## src/rtl/pwm_pkg.sv

```systemverilog
// ---------------------------------------------------------------------------
// pwm_pkg
//   Definitions shared by the PWM light generator and the PWM duty decoder.
//
//   LEVEL_W           width of a brightness level (levels 0..4)
//   LVL_0 .. LVL_4    brightness level constants, shared with the
//                     generator's comparator and output mux
//   ST_IDLE/MEASURE   duty decoder FSM encoding (also visible on o_state)
//   level_from_hits() turns the four threshold hits into a level 0..4
// ---------------------------------------------------------------------------
package pwm_pkg;

  localparam int LEVEL_W = 3;

  localparam logic [LEVEL_W-1:0] LVL_0 = 3'd0;
  localparam logic [LEVEL_W-1:0] LVL_1 = 3'd1;
  localparam logic [LEVEL_W-1:0] LVL_2 = 3'd2;
  localparam logic [LEVEL_W-1:0] LVL_3 = 3'd3;
  localparam logic [LEVEL_W-1:0] LVL_4 = 3'd4;

  // Decoder FSM encoding.
  localparam logic [0:0] ST_IDLE    = 1'b0;
  localparam logic [0:0] ST_MEASURE = 1'b1;

  // hits[i] is set when the duty cycle reaches the (2i+1)/8 threshold.
  // The thresholds are monotonic, so the level is simply the hit count.
  function automatic logic [LEVEL_W-1:0] level_from_hits(input logic [3:0] hits);
    logic [LEVEL_W-1:0] n;
    n = LVL_0;
    for (int i = 0; i < 4; i++) begin
      if (hits[i]) n = n + LEVEL_W'(1);
    end
    return n;
  endfunction

endpackage

```

## src/rtl/pwm_edge_sync.sv

```systemverilog
// ---------------------------------------------------------------------------
// pwm_edge_sync
//   Brings the asynchronous PWM input into the i_clk domain and detects its
//   rising edges.
//
//   Optional build macro: PWM_DEC_FILTER_EN
//     defined   - a glitch filter follows the synchronizer; the filtered
//                 level changes only after FILTER_LEN consecutive equal
//                 synchronized samples that differ from it. Edges are
//                 delayed by FILTER_LEN cycles, high time and period of a
//                 clean waveform are unchanged.
//     undefined - o_s is the synchronizer output directly.
//
//   Ports
//     i_clk    in   system clock
//     i_reset  in   asynchronous active-low reset
//     i_pwm    in   asynchronous PWM input
//     o_s      out  synchronized (optionally filtered) PWM level
//     o_r      out  one-cycle rising-edge strobe of o_s
// ---------------------------------------------------------------------------
module pwm_edge_sync #(
  parameter int FILTER_LEN = 4
) (
  input  logic i_clk,
  input  logic i_reset,
  input  logic i_pwm,
  output logic o_s,
  output logic o_r
);

  if (FILTER_LEN < 1) begin : g_filter_len_check
    $error("pwm_edge_sync: FILTER_LEN must be at least 1");
  end

  logic sync1;
  logic sync2;
  logic s_d;

  // Two-flop synchronizer.
  always_ff @(posedge i_clk or negedge i_reset) begin
    if (!i_reset) begin
      sync1 <= 1'b0;
      sync2 <= 1'b0;
    end else begin
      sync1 <= i_pwm;
      sync2 <= sync1;
    end
  end

`ifdef PWM_DEC_FILTER_EN
  localparam int FCNT_W = (FILTER_LEN < 2) ? 1 : $clog2(FILTER_LEN);

  logic [FCNT_W-1:0] flt_cnt;
  logic              s_flt;

  // flt_cnt counts consecutive samples that disagree with s_flt; any
  // agreeing sample restarts the count, so short pulses never get through.
  always_ff @(posedge i_clk or negedge i_reset) begin
    if (!i_reset) begin
      flt_cnt <= '0;
      s_flt   <= 1'b0;
    end else if (sync2 == s_flt) begin
      flt_cnt <= '0;
    end else if (flt_cnt == FCNT_W'(FILTER_LEN - 1)) begin
      flt_cnt <= '0;
      s_flt   <= sync2;
    end else begin
      flt_cnt <= flt_cnt + FCNT_W'(1);
    end
  end

  assign o_s = s_flt;
`else
  assign o_s = sync2;
`endif

  // Previous level for the edge detector.
  always_ff @(posedge i_clk or negedge i_reset) begin
    if (!i_reset) begin
      s_d <= 1'b0;
    end else begin
      s_d <= o_s;
    end
  end

  assign o_r = o_s & ~s_d;

endmodule

```

## src/rtl/pwm_duty_decoder.sv

```systemverilog
// ---------------------------------------------------------------------------
// pwm_duty_decoder
//   Measures period and high time of an external PWM waveform in i_clk
//   cycles and quantizes the duty cycle into brightness levels 0..4, the
//   same levels the PWM light generator produces. A measurement is
//   reported once per PWM period; a stuck or absent input is reported as a
//   timeout.
//
//   Optional build macro: PWM_DEC_FILTER_EN (glitch filter in
//   pwm_edge_sync, FILTER_LEN consecutive equal samples).
//
//   Parameters
//     CNT_W       counter width; longest measurable period is 2^CNT_W-2
//     FILTER_LEN  glitch filter length, only used with PWM_DEC_FILTER_EN
//
//   Ports
//     i_clk      in   system clock
//     i_reset    in   asynchronous active-low reset
//     i_pwm      in   asynchronous PWM input
//     o_valid    out  one-cycle pulse when the outputs below update
//     o_period   out  last measured period in cycles
//     o_high     out  last measured high time in cycles
//     o_level    out  quantized brightness 0..4
//     o_timeout  out  no rising edge for 2^CNT_W-1 cycles
//     o_state    out  FSM state (ST_IDLE / ST_MEASURE) for observation
//
//   Output handshake: o_valid is a push-only strobe with no ready. It is
//   high for exactly one cycle whenever o_period/o_high/o_level/o_timeout
//   take new values; those outputs hold until the next o_valid.
// ---------------------------------------------------------------------------
module pwm_duty_decoder
  import pwm_pkg::*;
#(
  parameter int CNT_W      = 10,
  parameter int FILTER_LEN = 4
) (
  input  logic               i_clk,
  input  logic               i_reset,
  input  logic               i_pwm,
  output logic               o_valid,
  output logic [CNT_W-1:0]   o_period,
  output logic [CNT_W-1:0]   o_high,
  output logic [LEVEL_W-1:0] o_level,
  output logic               o_timeout,
  output logic [0:0]         o_state
);

  localparam int               EXT_W   = CNT_W + 3;
  localparam logic [CNT_W-1:0] CNT_MAX = '1;
  localparam logic [CNT_W-1:0] CNT_ONE = CNT_W'(1);

  logic             s;
  logic             r;
  logic [CNT_W-1:0] period_cnt;
  logic [CNT_W-1:0] high_cnt;
  logic [0:0]       state;
  logic             timeout_evt;

  // -------------------------------------------------------------------------
  // Synchronizer, optional glitch filter and rising-edge detect.
  // -------------------------------------------------------------------------
  pwm_edge_sync #(
    .FILTER_LEN (FILTER_LEN)
  ) u_edge_sync (
    .i_clk   (i_clk),
    .i_reset (i_reset),
    .i_pwm   (i_pwm),
    .o_s     (s),
    .o_r     (r)
  );

  // -------------------------------------------------------------------------
  // Period and high-time counters. A rising edge restarts both at 1 since
  // the edge cycle itself is the first (high) cycle of the new period.
  // Both saturate so a dead input cannot wrap and fake a short period.
  // -------------------------------------------------------------------------
  always_ff @(posedge i_clk or negedge i_reset) begin
    if (!i_reset) begin
      period_cnt <= '0;
      high_cnt   <= '0;
    end else if (r) begin
      period_cnt <= CNT_ONE;
      high_cnt   <= CNT_ONE;
    end else begin
      if (period_cnt != CNT_MAX) begin
        period_cnt <= period_cnt + CNT_ONE;
      end
      if (s && (high_cnt != CNT_MAX)) begin
        high_cnt <= high_cnt + CNT_ONE;
      end
    end
  end

  // The timeout fires on the cycle period_cnt steps onto CNT_MAX. Once
  // saturated the counter no longer moves, so the event cannot repeat.
  // A simultaneous rising edge restarts the counter and wins.
  assign timeout_evt = ~r && (period_cnt == (CNT_MAX - CNT_ONE));

  // -------------------------------------------------------------------------
  // Duty quantizer on the pre-update counters (the snapshot taken on r).
  // 8h is compared against p, 3p, 5p and 7p at CNT_W+3 bits, which is wide
  // enough for 7 * (2^CNT_W-1) without overflow.
  // -------------------------------------------------------------------------
  logic [EXT_W-1:0]   h_x8;
  logic [EXT_W-1:0]   p_x1;
  logic [EXT_W-1:0]   p_x3;
  logic [EXT_W-1:0]   p_x5;
  logic [EXT_W-1:0]   p_x7;
  logic [3:0]         hits;
  logic [LEVEL_W-1:0] meas_level;

  always_comb begin
    h_x8 = {high_cnt, 3'b000};
    p_x1 = {3'b000, period_cnt};
    p_x3 = p_x1 + (p_x1 << 1);
    p_x5 = p_x1 + (p_x1 << 2);
    p_x7 = (p_x1 << 3) - p_x1;
    hits = {h_x8 >= p_x7, h_x8 >= p_x5, h_x8 >= p_x3, h_x8 >= p_x1};
    meas_level = level_from_hits(hits);
  end

  // -------------------------------------------------------------------------
  // FSM and registered outputs.
  //   IDLE    + r       -> MEASURE, no report (first period is incomplete)
  //   MEASURE + r       -> MEASURE, report the completed period
  //   any     + timeout -> IDLE, report the stuck level
  // Outputs are loaded on the edge that ends the edge-detect cycle, so
  // o_valid is high in the following cycle.
  // -------------------------------------------------------------------------
  always_ff @(posedge i_clk or negedge i_reset) begin
    if (!i_reset) begin
      state     <= ST_IDLE;
      o_valid   <= 1'b0;
      o_period  <= '0;
      o_high    <= '0;
      o_level   <= LVL_0;
      o_timeout <= 1'b0;
    end else begin
      o_valid <= 1'b0;
      if (r) begin
        state <= ST_MEASURE;
        if (state == ST_MEASURE) begin
          o_valid   <= 1'b1;
          o_period  <= period_cnt;
          o_high    <= high_cnt;
          o_level   <= meas_level;
          o_timeout <= 1'b0;
        end
      end else if (timeout_evt) begin
        // A stuck-high input reads as full brightness, stuck-low as off.
        state     <= ST_IDLE;
        o_valid   <= 1'b1;
        o_timeout <= 1'b1;
        o_period  <= CNT_MAX;
        o_high    <= s ? CNT_MAX : '0;
        o_level   <= s ? LVL_4 : LVL_0;
      end
    end
  end

  assign o_state = state;

endmodule

```

## config.mk

```make
export PLATFORM = sky130hd
export DESIGN_NAME = pwm_duty_decoder
export DESIGN_NICKNAME = d
export VERILOG_FILES = /design/src/rtl/pwm_pkg.sv /design/src/rtl/pwm_edge_sync.sv /design/src/rtl/pwm_duty_decoder.sv
export SDC_FILE = /design/constraint.sdc
export NUM_CORES = 1
export LEC_CHECK = 0
export BUFFER_PORTS_ARGS = -buffer_cell sky130_fd_sc_hd__buf_2
export CAP_MARGIN = 30
export CORE_MARGIN = 2
export CORE_UTILIZATION = 62
export CTS_CLUSTER_SIZE = 25
export DETAILED_ROUTE_END_ITERATION = 10
export PLACE_DENSITY = 0.92
export REMOVE_ABC_BUFFERS = 1
export SLEW_MARGIN = 10
export SYNTH_ARGS = -nofsm -noshare
export SYNTH_HDL_FRONTEND = slang
export SYNTH_SLANG_ARGS = --single-unit
```

## constraint.sdc

```tcl
create_clock -name i_clk -period 7.07 [get_ports i_clk]
set_input_delay 1.414 -clock i_clk [delete_from_list [all_inputs] [get_ports i_clk]]
set_output_delay 1.414 -clock i_clk [all_outputs]
set_load 0.01 [all_outputs]
```

# Yosys cells after proc, flatten, opt, wreduce, memory -nomap -nowiden
# Cells that the tools add are included.
totals:
  mem_bits_ro: 0
  reg_bits: 49
  memories: 0
  wordCells: 63
  ram_bits: 0
  latchBits: 0
op_classes:
  magnitude_cmp: 4
  shifts: 0
  n_mux: 27
  add_sub_neg: 8
  reduce_logical: 6
  n_bitwise: 3
  n_div: 0
  eq_ne: 4
  mul: 0
op_table:
  columns: ["operator", "n"]
  rows:
  - ["$mux 10", 11]
  - ["$ge 13x13->1", 2]
  - ["$mux 3", 7]
  - ["$add 10x1->10 const B", 2]
  - ["$ne 10x10->1 const B", 2]
  - ["$add 10x12->13", 1]
  - ["$ge 13x10->1", 1]
  - ["$ge 13x12->1", 1]
  - ["$sub 13x10->13", 1]
  - ["$add 10x11->12", 1]
  - ["$eq 10x10->1 const B", 1]
  - ["$add 3x1->3 const B", 3]
  - ["$mux 1", 9]
  - ["$reduce_bool 2->1", 3]
  - ["$logic_and 1x1->1", 2]
  - ["$ne 2x1->1 const B", 1]
  - ["$not 1->1", 2]
  - ["$reduce_and 2->1", 1]
  - ["$and 1x1->1", 1]

# Longest topological paths before layout
# Gate-level depths: netlist of run 1.
logic_depth:
  word_depth: 10
  mapped_depth: 23
  depth_no_buf: 23

# Modules after synthesis
# A second synthesis of run 1 with hierarchy kept.
hier_totals:
  cells_unflattened: 453
  area_unflattened_um2: 4172.8
by_module_without_submodules:
  columns: ["mod", "area_each_um2", "n_inst", "cells_each", "seq_area_each_um2"]
  rows:
  - ["pwm_duty_decoder", 4083.9, 1, 449, 1151.1]
  - ["pwm_edge_sync", 88.8, 1, 4, 75.1]

# Worst setup path before layout of run 1
# OpenSTA, ideal clock, no wires.
synth_timing:
  kind: "reg-to-reg"
  startpoint: "register period_cnt[1]"
  endpoint: "register o_level[1]"
  t_arrival_ps: 4993
  setup_slack_ps: 1959
  setup_time_ps: 118
  path_stages_with_launch: 24
  path_buffers: 0
  required_time_ps: 6952
  path_cell_list: "dfrtp_1 > ha_1 > fa_1 > a21o_1 > a21oi_1 > nor2b_1 > o21a_1 > o41a_1 > a21oi_1 > ha_1 > o2bb2ai_1 > a31o_2 > a21oi_1 > o21ai_0 > a21oi_1 > o21a_1 > ha_1 > or4_1 > nand3_2 > nor2_1 > ha_1 > and3_1 > a22o_1 > a21o_1"
synth_between:
  elab_chain_cells: 10
  word_cells_on_any_way: 20
synth_lines:
  columns: ["item", "line_no", "rtl"]
  rows:
  - ["from (decl)", "pwm_duty_decoder.sv:54", "logic [CNT_W-1:0] period_cnt;"]
  - ["from (signal assigned)", "pwm_duty_decoder.sv:86", "period_cnt <= period_cnt + CNT_ONE;"]
  - ["parallel branches: the longest is 10 deep, another holds $ge 13x12->1", null, null]
  - ["to (signal assigned)", "pwm_duty_decoder.sv:146", "o_level <= meas_level;"]
  - ["to (signal assigned)", "pwm_duty_decoder.sv:156", "o_level <= s ? LVL_4 : LVL_0;"]
  - ["to (decl)", "pwm_duty_decoder.sv:43", "output logic [LEVEL_W-1:0] o_level,"]
# Parallel ways; which one is timed is not known. The select of a mux whose other input is x is not followed.
# A chain may end at the register's enable or synchronous reset.

# Worst setup path in the final report of run 1
layout_timing:
  startpoint: "register period_cnt[0]"
  endpoint: "register o_level[1]"
# Same word-level chain as after synthesis.

==> metrics.cfg, run 1 <==
[outcome]
status=finished clean

[routing]
vias_per_cell=6.519
routedWlPerCell_um=17.88
dr.pass1.iters=5
ant_nets=0
drt_iter0_markers=313
drc_errors=0
vias=3859
drt-total-wl_mm=10.59

[worst_setup_path]
startpoint_type=flop
r2r_slack_ps=1330
crit_path_max_incr_delay_ps=560
critPathCapture=o_level[1]$_DFFE_PN0P_
crit_cells=23
reg2reg_to=o_level[1]$_DFFE_PN0P_
slowest_stage=or4_1
path_max_fanout=11
crit_chain=ha_1, fa_1, a21o_1, a21oi_1, nor2b_1, o21a_1, o41a_1, a21oi_1, ha_1, o2bb2ai_1, a31o_2, a21oi_1, o21ai_0, a21oi_1, o21a_1, ha_1, or4_1, nand3_2, nor2_1, ha_1, and3_1, a22o_1, a21o_1
reg2reg_depth=23
arrival_ps=5950
reg2reg_from=period_cnt[0]$_DFFE_PN0P_
crit_required_ps=7280
end_kind=flop
cp_top_family=compound AO/OA/AOI/OAI gates
crit_type=flop to flop
crit_buf_inv=0
crit_start=period_cnt[0]$_DFFE_PN0P_

[logic_synthesis]
synth.area.mux_share_pct=0.2363
yosysSeqAreaShare_pct=28.94
syn-cell-area_um2=4237
ys_types=54
synth-seq-cells=49
synth_fa_ha_area_share_pct=21.91
synth_top_family_by_area=adder cells
synth-compound-area-share_pct=20.91
yosysWarnings=0
synth_xor_area_share_pct=8.063
synth_edf_count=0
syn-instance-count=485
async_reset_ff_share_pct=100.0
synth.avg_cell_area_um2=8.735
synthFlopType=dfrtp_1
yosys.area_share.simple_pct=16.92

[finish]
antenna_cells=0
nFillCells=491
most-common-layout-cells=71 x ha_1, 57 x o21ai_0, 49 x dfrtp_1
fin_area_um2=4604
syn2layout_area_growth_pct=8.683
final_common_cell=ha_1
seqCellArea_um2=1226
final_cells=592
multi_input_area_um2=2883
nNetsFinal=587
drive_above_1_share_pct=9.375

[global_route]
antenna_found_initial=0
grt_max_degree=30
grt_first_pass_wirelength_mm=17.55
overflow=0
grt_pass1_vias=3734
grtUsageTotal_pct=29.42

[clock_tree]
numCtsBuffers=5
tritoncts=done
htree_levels=2
clkTransAtPathRegs_ps=100
clockRootBuffer=clkbuf_8
clk_latency_ps=310
hold_buffers=0
post_cts.repair.setup_buffers=0
clock-sinks=49
postCtsResizedCells=0
cts_buffer_depth=2

[sta]
grt_setup_unrepaired=no
slew_violations=0
final.setup_skew_ps=7.420
max_freq_mhz=174.2
finalCritPeriodShare_pct=81.21
final-hold-violation-count=0
post-route-min-period_ps=5741
worstMarginPinSlew_ps=720.8
setup_ws_ps=1329
setup_viol=0
holdWs_ps=358.0
finalSetupTns_ps=0
max-slew-margin-rel_pct=50.70

[pwr]
powerDensity_nw_per_um2=350.8
p_int_mw=0.8950
switching_share_pct=44.59
switchingPower_mw=0.7204
p_leak_nw=2.268
pwr-share-comb_pct=60.8
seq_power_share_pct=23.8
ir_drop_uv=149.2
p_clk_share_pct=15.4

[die]
row_count=30
die_w_um=86.66
die_area_um2=7510
initial_core_util_pct=63.05
die_y_um=86.66
ios=29
core_area_um2=6719

[placement]
postPlaceCellArea_um2=4467
port_buffers=28
place_congestion=0.9599
dpl_worst_slack_ps=1464
dp_hpwl_mm=7.889
dp.cells=584

[run]
drv_cap=0

[worst_hold_path]
min_path_type=flop to flop

layer usage:
layer	vias up	part of all wire [%]	global-route usage, %
li1	1804	-	-
met1	1819	41	36.37
met2	183	48	50.56
met3	53	7.0	4.381
met4	0	3.7	13.21
met5	-	0	0
power groups by stage:
stage	clock (mW)	combinational (mW)	sequential (mW)
after floorplan	0	0.720	0.382
final	0.249	0.982	0.385
after global placement	0	0.888	0.386
after detailed placement	0	0.955	0.389
after CTS	0.252	0.965	0.383
after global routing	0.259	1.09	0.393
cell families after synthesis:
logic type,after synthesis
buf+inv,34
flops,49
simple gates,149
mux,1
compound gates,140
fa+ha+maj,73
xor+xnor,39
cells in the mapped netlist, drive strengths merged (2+ instances only):
cell / instances / area [um2]
a31o: 2 / 17.52
buf: 2 / 7.510
nor4: 4 / 25.02
clkbuf: 10 / 37.54
nand2: 45 / 168.9
nand3: 14 / 75.07
o211ai: 3 / 22.52
a211oi: 5 / 37.54
inv: 20 / 75.07
o21bai: 2 / 15.01
nand4: 4 / 25.02
or2: 2 / 12.51
a31oi: 4 / 25.02
and4: 3 / 26.28
nor2: 41 / 153.9
ha: 71 / 888.4
nor3: 8 / 40.04
o21ai: 60 / 304.0
clkinv: 2 / 7.510
xnor2: 21 / 183.9
or3: 2 / 12.51
and3b: 2 / 17.52
a21oi: 28 / 143.9
dfrtp: 49 / 1226
nand2b: 5 / 31.28
or4: 5 / 37.54
fa: 2 / 40.04
o41a: 2 / 22.52
and3: 4 / 25.02
a21o: 10 / 75.07
and2: 2 / 12.51
o21a: 9 / 67.56
a311oi: 2 / 17.52
a211o: 2 / 17.52
nor2b: 6 / 37.54
xor2: 18 / 157.7
through the flow:
stage                     util [%]  power [mW]
after floorplan                  -       1.103
after global placement       66.18       1.273
after detailed placement     66.48       1.344
after CTS                    68.53       1.600
after global routing         68.53       1.745
final                        68.53       1.615
state kept, by name (all words and copies together), names as in the netlist:
register and count:
o_valid 1, period_cnt 10, o_period 10, u_edge_sync.o_s 1
o_state 1, u_edge_sync.s_d 1, o_high 10, o_timeout 1
u_edge_sync.sync1 1, high_cnt 10, o_level 3
layout make-up:
| cell class | count | area share, % |
|---|---|---|
| inverters | 22 | 1.793 |
| clock inverters | 3 | 1.495 |
| multi-input cells | 402 | 62.61 |
| well taps | 80 | 2.174 |
| clock buffers | 5 | 1.495 |
| repair buffers | 31 | 3.804 |
| flip-flops and latches | 49 | 26.63 |
worst min path at each step:
stage | from | to | cells past startpoint | slack [ps]
6_report | u_edge_sync.sync1$_DFF_PN0_ | u_edge_sync.o_s$_DFF_PN0_ | 0 | 360
5_1_grt | u_edge_sync.sync1$_DFF_PN0_ | u_edge_sync.o_s$_DFF_PN0_ | 0 | 360
4_1_cts | u_edge_sync.sync1$_DFF_PN0_ | u_edge_sync.o_s$_DFF_PN0_ | 0 | 360
3_5_place_dp | u_edge_sync.sync1$_DFF_PN0_ | u_edge_sync.o_s$_DFF_PN0_ | 0 | 340
3_3_place_gp | u_edge_sync.sync1$_DFF_PN0_ | u_edge_sync.o_s$_DFF_PN0_ | 0 | 330
2_1_floorplan | u_edge_sync.sync1$_DFF_PN0_ | u_edge_sync.o_s$_DFF_PN0_ | 0 | 330
Power figures use the tool's default switching activity.
==> run 2, diff against run 1 <==
- clock period: 7.07 -> 5.31 ns (I/O delays scaled with it)
==> run 2 against run 1 <==
Compared with the run above: worst hold slack worse by 2.6 ps; sequential power grew 25%; largest power group unchanged; sequential share of layout area shrank 0.28 points; cell area increased by 1.1%.
==> metrics.cfg, run 2 (synthesis results as in run 1) <==
[worst_setup_path]
end_kind=flop  ; unchanged
critPathCapture=o_level[1]$_DFFE_PN0P_  ; unchanged
crit_required_ps=5520  ; was 7280 ps
path_max_fanout=8  ; was 11
reg2reg_from=period_cnt[1]$_DFFE_PN0P_  ; was period_cnt[0]$_DFFE_PN0P_
startpoint_type=flop  ; unchanged
crit_start=period_cnt[1]$_DFFE_PN0P_  ; was period_cnt[0]$_DFFE_PN0P_
crit_type=flop to flop  ; unchanged
r2r_slack_ps=190  ; was 1330 ps
reg2reg_depth=23  ; unchanged
arrival_ps=5330  ; was 5950 ps
reg2reg_to=o_level[1]$_DFFE_PN0P_  ; unchanged

[routing]
drt_iter0_markers=316  ; was 313
drt-total-wl_mm=10.58  ; was 10.59 mm
vias=3871  ; was 3859
routedWlPerCell_um=17.60  ; was 17.88 um
ant_nets=0  ; unchanged
dr.pass1.iters=6  ; was 5
drc_errors=0  ; unchanged
vias_per_cell=6.441  ; was 6.519

[die]
ios=29  ; unchanged
die_y_um=86.66  ; unchanged
row_count=30  ; unchanged
die_w_um=86.66  ; unchanged
initial_core_util_pct=63.05  ; unchanged
core_area_um2=6719  ; unchanged
die_area_um2=7510  ; unchanged

[clock_tree]
clock-sinks=49  ; unchanged
clkTransAtPathRegs_ps=100  ; about the same
hold_buffers=0  ; unchanged
tritoncts=done  ; unchanged
cts_buffer_depth=2  ; unchanged
numCtsBuffers=5  ; unchanged
htree_levels=2  ; unchanged
clk_latency_ps=310  ; about the same
clockRootBuffer=clkbuf_8  ; unchanged

[sta]
slew_violations=0  ; unchanged
max-slew-margin-rel_pct=44.80  ; was 50.70%
post-route-min-period_ps=5119  ; was 5741 ps
final-hold-violation-count=0  ; unchanged
finalSetupTns_ps=0  ; unchanged
final.setup_skew_ps=9.143  ; was 7.420 ps
finalCritPeriodShare_pct=96.41  ; was 81.21%
max_freq_mhz=195.3  ; was 174.2 MHz
worstMarginPinSlew_ps=807.1  ; was 720.8 ps
setup_viol=0  ; unchanged

[global_route]
grt_util_met1_pct=34.46  ; was 36.37%
grt.busiest_layer=met2  ; unchanged
grt_max_degree=29  ; was 30
antenna_found_initial=0  ; unchanged
grtUsageMet3_pct=4.667  ; was 4.381%
grtUsageTotal_pct=28.68  ; was 29.42%
grtUsageMet2_pct=51.05  ; was 50.56%
overflow=0  ; unchanged
grt_pass1_vias=3732  ; was 3734
grt_first_pass_wirelength_mm=17.19  ; was 17.55 mm

[finish]
final_cells=601  ; was 592
most-common-layout-cells=69 x ha_1, 56 x o21ai_0, 49 x dfrtp_1  ; was 71 x ha_1, 57 x o21ai_0, 49 x dfrtp_1
antenna_cells=0  ; unchanged
final_common_cell=ha_1  ; unchanged
nNetsFinal=596  ; was 587
syn2layout_area_growth_pct=9.835  ; was 8.683%
multi_input_area_um2=2912  ; was 2883 um2
drive_above_1_share_pct=12.09  ; was 9.375%
seqCellArea_um2=1226  ; unchanged
nFillCells=488  ; was 491

[pwr]
p_total_mw=2.136  ; was 1.615 mW
p_leak_nw=2.289  ; was 2.268 nW
ir_drop_uv=180.4  ; was 149.2 uV
powerDensity_nw_per_um2=459.0  ; was 350.8 nW/um2

[placement]
dp.cells=591  ; was 584
dp_hpwl_mm=7.879  ; was 7.889 mm
place_congestion=0.8972  ; was 0.9599
port_buffers=28  ; unchanged

[run]
drv_cap=0  ; unchanged

[outcome]
status=finished clean  ; unchanged

[worst_hold_path]
min_path_type=flop to flop  ; unchanged

==> run 2: what timing repair did <==
item                                    4_1_cts  5_1_grt
endpoints found under the setup margin        0        2
gates resized for setup                       0        8
buffers inserted                              0        2
==> run 2: how the worst min path moves through the flow <==
stage | start | endpoint | slack (ps) | depth (start not counted)
after global placement | u_edge_sync.sync1$_DFF_PN0_ | u_edge_sync.o_s$_DFF_PN0_ | 330 | 0
after detailed placement | u_edge_sync.sync1$_DFF_PN0_ | u_edge_sync.o_s$_DFF_PN0_ | 340 | 0
after CTS | u_edge_sync.sync1$_DFF_PN0_ | u_edge_sync.o_s$_DFF_PN0_ | 360 | 0
final | u_edge_sync.sync1$_DFF_PN0_ | u_edge_sync.o_s$_DFF_PN0_ | 360 | 0
after floorplan | u_edge_sync.sync1$_DFF_PN0_ | u_edge_sync.o_s$_DFF_PN0_ | 330 | 0
after global routing | u_edge_sync.sync1$_DFF_PN0_ | u_edge_sync.o_s$_DFF_PN0_ | 370 | 0
==> run 2: metal layers <==
layer | vias to the layer above | wire (um)
met4 | 0 | 363
met1 | 1842 | 4370
met5 | - | 0
met2 | 158 | 5280
met3 | 43 | 565
li1 | 1828 | -
==> run 2: layout make-up <==
type                            instances  share of cell area [%]
Clock buffer                            5                   1.479
Timing Repair Buffer                   40                   5.216
Tap cell                               80                   2.151
Clock inverter                          3                  0.4571
Multi-Input combinational cell        402                   62.57
Inverter                               22                   1.775
Sequential cell                        49                   26.35
==> run 2: where the power goes <==
| group | internal (mW) | switching, mW | total (mW) |
|---|---|---|---|
| clock network | 0.0939 | 0.140 | 0.234 |
| logic | 0.652 | 0.766 | 1.42 |
| registers | 0.425 | 0.0587 | 0.483 |
==> run 2: worst max-delay path, cell delays in order, from the launching register on <==
cell	delay, ps
dfrtp_1	400
buf_4	180
fa_2	370
a21o_1	200
a21oi_2	170
nor2b_1	70
o21a_1	180
o41a_1	410
a21oi_2	150
ha_1	240
o2bb2ai_1	140
a31o_2	250
a21oi_1	130
o21ai_1	100
a21oi_1	180
o21a_1	190
ha_4	230
or4_4	530
nand3_2	90
nor2_1	50
ha_1	270
and3_1	140
a22o_1	190
a21o_1	140
==> run 2: stage by stage <==
stage	hold WS [ps]	cell area (um2)	utilization (%)	setup WS [ps]
finish	355.4	4653	69.26	190.8
global route	370.1	4653	69.26	-49.23
CTS	358.4	4609	68.60	34.67
detailed placement	335.6	4519	67.26	103.1
global placement	332.7	4499	66.96	181.1
floorplan	331.2	4192	-	198.6
==> run 3, diff against run 2 <==
- CORE_ASPECT_RATIO: default -> 1.1
- PLACE_DENSITY: 0.92 -> 0.85
- SETUP_SLACK_MARGIN: default -> 0.2
==> run 3 against run 2 <==
Compared with the run above: register-to-register slack improved by 170 ps; non-clock buffer count grew 4; cell area rose by 1.9%; power grew 10%; die area about the same; final cell count increased by 1.0%.
==> metrics.cfg, run 3 (synthesis results as in run 1) <==
[placement]
dp.cells=592  ; was 591
place_congestion=0.9102  ; was 0.8972
port_buffers=28  ; unchanged
dp_hpwl_mm=7.893  ; was 7.879 mm
dpl_worst_slack_ps=8.034  ; was 103.1 ps

[routing]
vias_per_cell=6.316  ; was 6.441
dr.pass1.iters=6  ; unchanged
routedWlPerCell_um=17.72  ; was 17.60 um
vias=3834  ; was 3871
ant_nets=0  ; unchanged
drc_errors=0  ; unchanged
drt_iter0_markers=244  ; was 316
drt-total-wl_mm=10.76  ; was 10.58 mm

[finish]
nNetsFinal=600  ; was 596
final_cells=607  ; was 601
syn2layout_area_growth_pct=11.93  ; was 9.835%
final_common_cell=ha_1  ; unchanged
drive_above_1_share_pct=14.10  ; was 12.09%
most-common-layout-cells=69 x ha_1, 56 x o21ai_0, 49 x dfrtp_1  ; unchanged
antenna_cells=0  ; unchanged

[clock_tree]
tritoncts=done  ; unchanged
clkTransAtPathRegs_ps=110  ; was 100 ps
clockRootBuffer=clkbuf_8  ; unchanged
hold_buffers=0  ; unchanged
htree_levels=2  ; unchanged
cts_buffer_depth=2  ; unchanged
numCtsBuffers=5  ; unchanged
clk_latency_ps=330  ; was 310 ps
clock-sinks=49  ; unchanged

[die]
row_count=31  ; was 30
die_area_um2=7511  ; was 7510 um2
die_w_um=82.82  ; was 86.66 um
initial_core_util_pct=64.25  ; was 63.05%
die_y_um=90.70  ; was 86.66 um
ios=29  ; unchanged
core_area_um2=6594  ; was 6719 um2

[run]
drv_cap=0  ; unchanged

[pwr]
powerDensity_nw_per_um2=496.7  ; was 459.0 nW/um2
p_leak_nw=2.312  ; was 2.289 nW
ir_drop_uv=244.2  ; was 180.4 uV
p_total_mw=2.356  ; was 2.136 mW

[sta]
final.setup_skew_ps=12.12  ; was 9.143 ps
finalSetupTns_ps=0  ; unchanged
setup_viol=0  ; unchanged
slew_violations=0  ; unchanged
setup_ws_ps=365.2  ; was 190.8 ps
max-slew-margin-rel_pct=51.04  ; was 44.80%
final-hold-violation-count=0  ; unchanged
holdWs_ps=362.7  ; was 355.4 ps
post-route-min-period_ps=4945  ; was 5119 ps
finalCritPeriodShare_pct=93.12  ; was 96.41%
grt_setup_unrepaired=no
max_freq_mhz=202.2  ; was 195.3 MHz
worstMarginPinSlew_ps=732.6  ; was 807.1 ps

[worst_setup_path]
end_kind=flop  ; unchanged
path_max_fanout=7  ; was 8
crit_required_ps=5530  ; was 5520 ps
crit_type=flop to flop  ; unchanged
startpoint_type=flop  ; unchanged
reg2reg_depth=22  ; was 23
arrival_ps=5160  ; was 5330 ps

[worst_hold_path]
hold_depth=0  ; unchanged
min_path_type=flop to flop  ; unchanged

[global_route]
grt_pass1_vias=3819  ; was 3732
grtUsageMet2_pct=51.28  ; was 51.05%
overflow=0  ; unchanged
grt.busiest_layer=met2  ; unchanged
antenna_found_initial=0  ; unchanged
grtUsageMet3_pct=3.748  ; was 4.667%
grt_util_met1_pct=32.45  ; was 34.46%
grtUsageTotal_pct=28.66  ; was 28.68%
grt_first_pass_wirelength_mm=17.68  ; was 17.19 mm
grt_max_degree=26  ; was 29

[outcome]
status=finished clean  ; unchanged

-- run 3: final timing paths --
check	slack, ps	from	end
hold reg to reg	360	u_edge_sync.sync1$_DFF_PN0_	u_edge_sync.o_s$_DFF_PN0_
max in group asynchronous	4060	i_reset	o_period[8]$_DFFE_PN0P_
setup reg to reg	370	period_cnt[1]$_DFFE_PN0P_	o_level[1]$_DFFE_PN0P_
hold / removal	360	u_edge_sync.sync1$_DFF_PN0_	u_edge_sync.o_s$_DFF_PN0_
setup / recovery	370	period_cnt[1]$_DFFE_PN0P_	o_level[1]$_DFFE_PN0P_
min in group asynchronous	710	i_reset	high_cnt[3]$_DFFE_PN0P_
-- run 3: layer usage --
metal	vias to the layer above	wire length [um]	share of wire, %
li1	1825	-	-
met1	1792	4353	40
met2	158	5257	49
met3	59	539	5.0
met4	0	607	5.6
met5	-	0	0
-- run 3: what timing repair did --
action	CTS	global route
gates resized for setup	7	10
gates cloned	0	0
pin swaps	5	19
buffers inserted	4	3
endpoints found under the setup margin	2	2
-- run 3: through the flow --
step / area (um2) / utilization, %
finish: 4742 / 71.92
global route: 4742 / 71.92
CTS: 4673 / 70.87
detailed placement: 4514 / 68.46
global placement: 4494 / 68.16
floorplan: 4192 / -
-- run 3: worst max-delay path, stage by stage, from the launching register on --
cell and delay [ps]:
dfrtp_1 430, buf_4 150, buf_4 160, inv_2 90, ha_1 230, a21o_1 170
a21oi_2 170, o21ai_1 100, or4_1 420, and4_1 200, a211oi_2 180, ha_1 290
a211o_1 320, a21oi_2 120, o21a_1 180, ha_4 240, or4_4 500, nand3_4 80
nor2_2 40, ha_1 260, and3_1 150, a22o_1 170, a21o_1 160
-- run 3: layout make-up --
type | instances | area (um2)
clock inverter | 3 | 26.28
timing repair buffer | 44 | 272.8
sequential | 49 | 1226
fill | 476 | 1852
clock buffer | 5 | 68.82
inverter | 22 | 82.58
multi-input combinational | 402 | 2963
tap | 82 | 102.6
-- run 3: report_power, final --
part | switching [mW] | internal [mW]
sequential | 0.0657 | 0.425
combinational | 0.865 | 0.751
clock | 0.152 | 0.0962
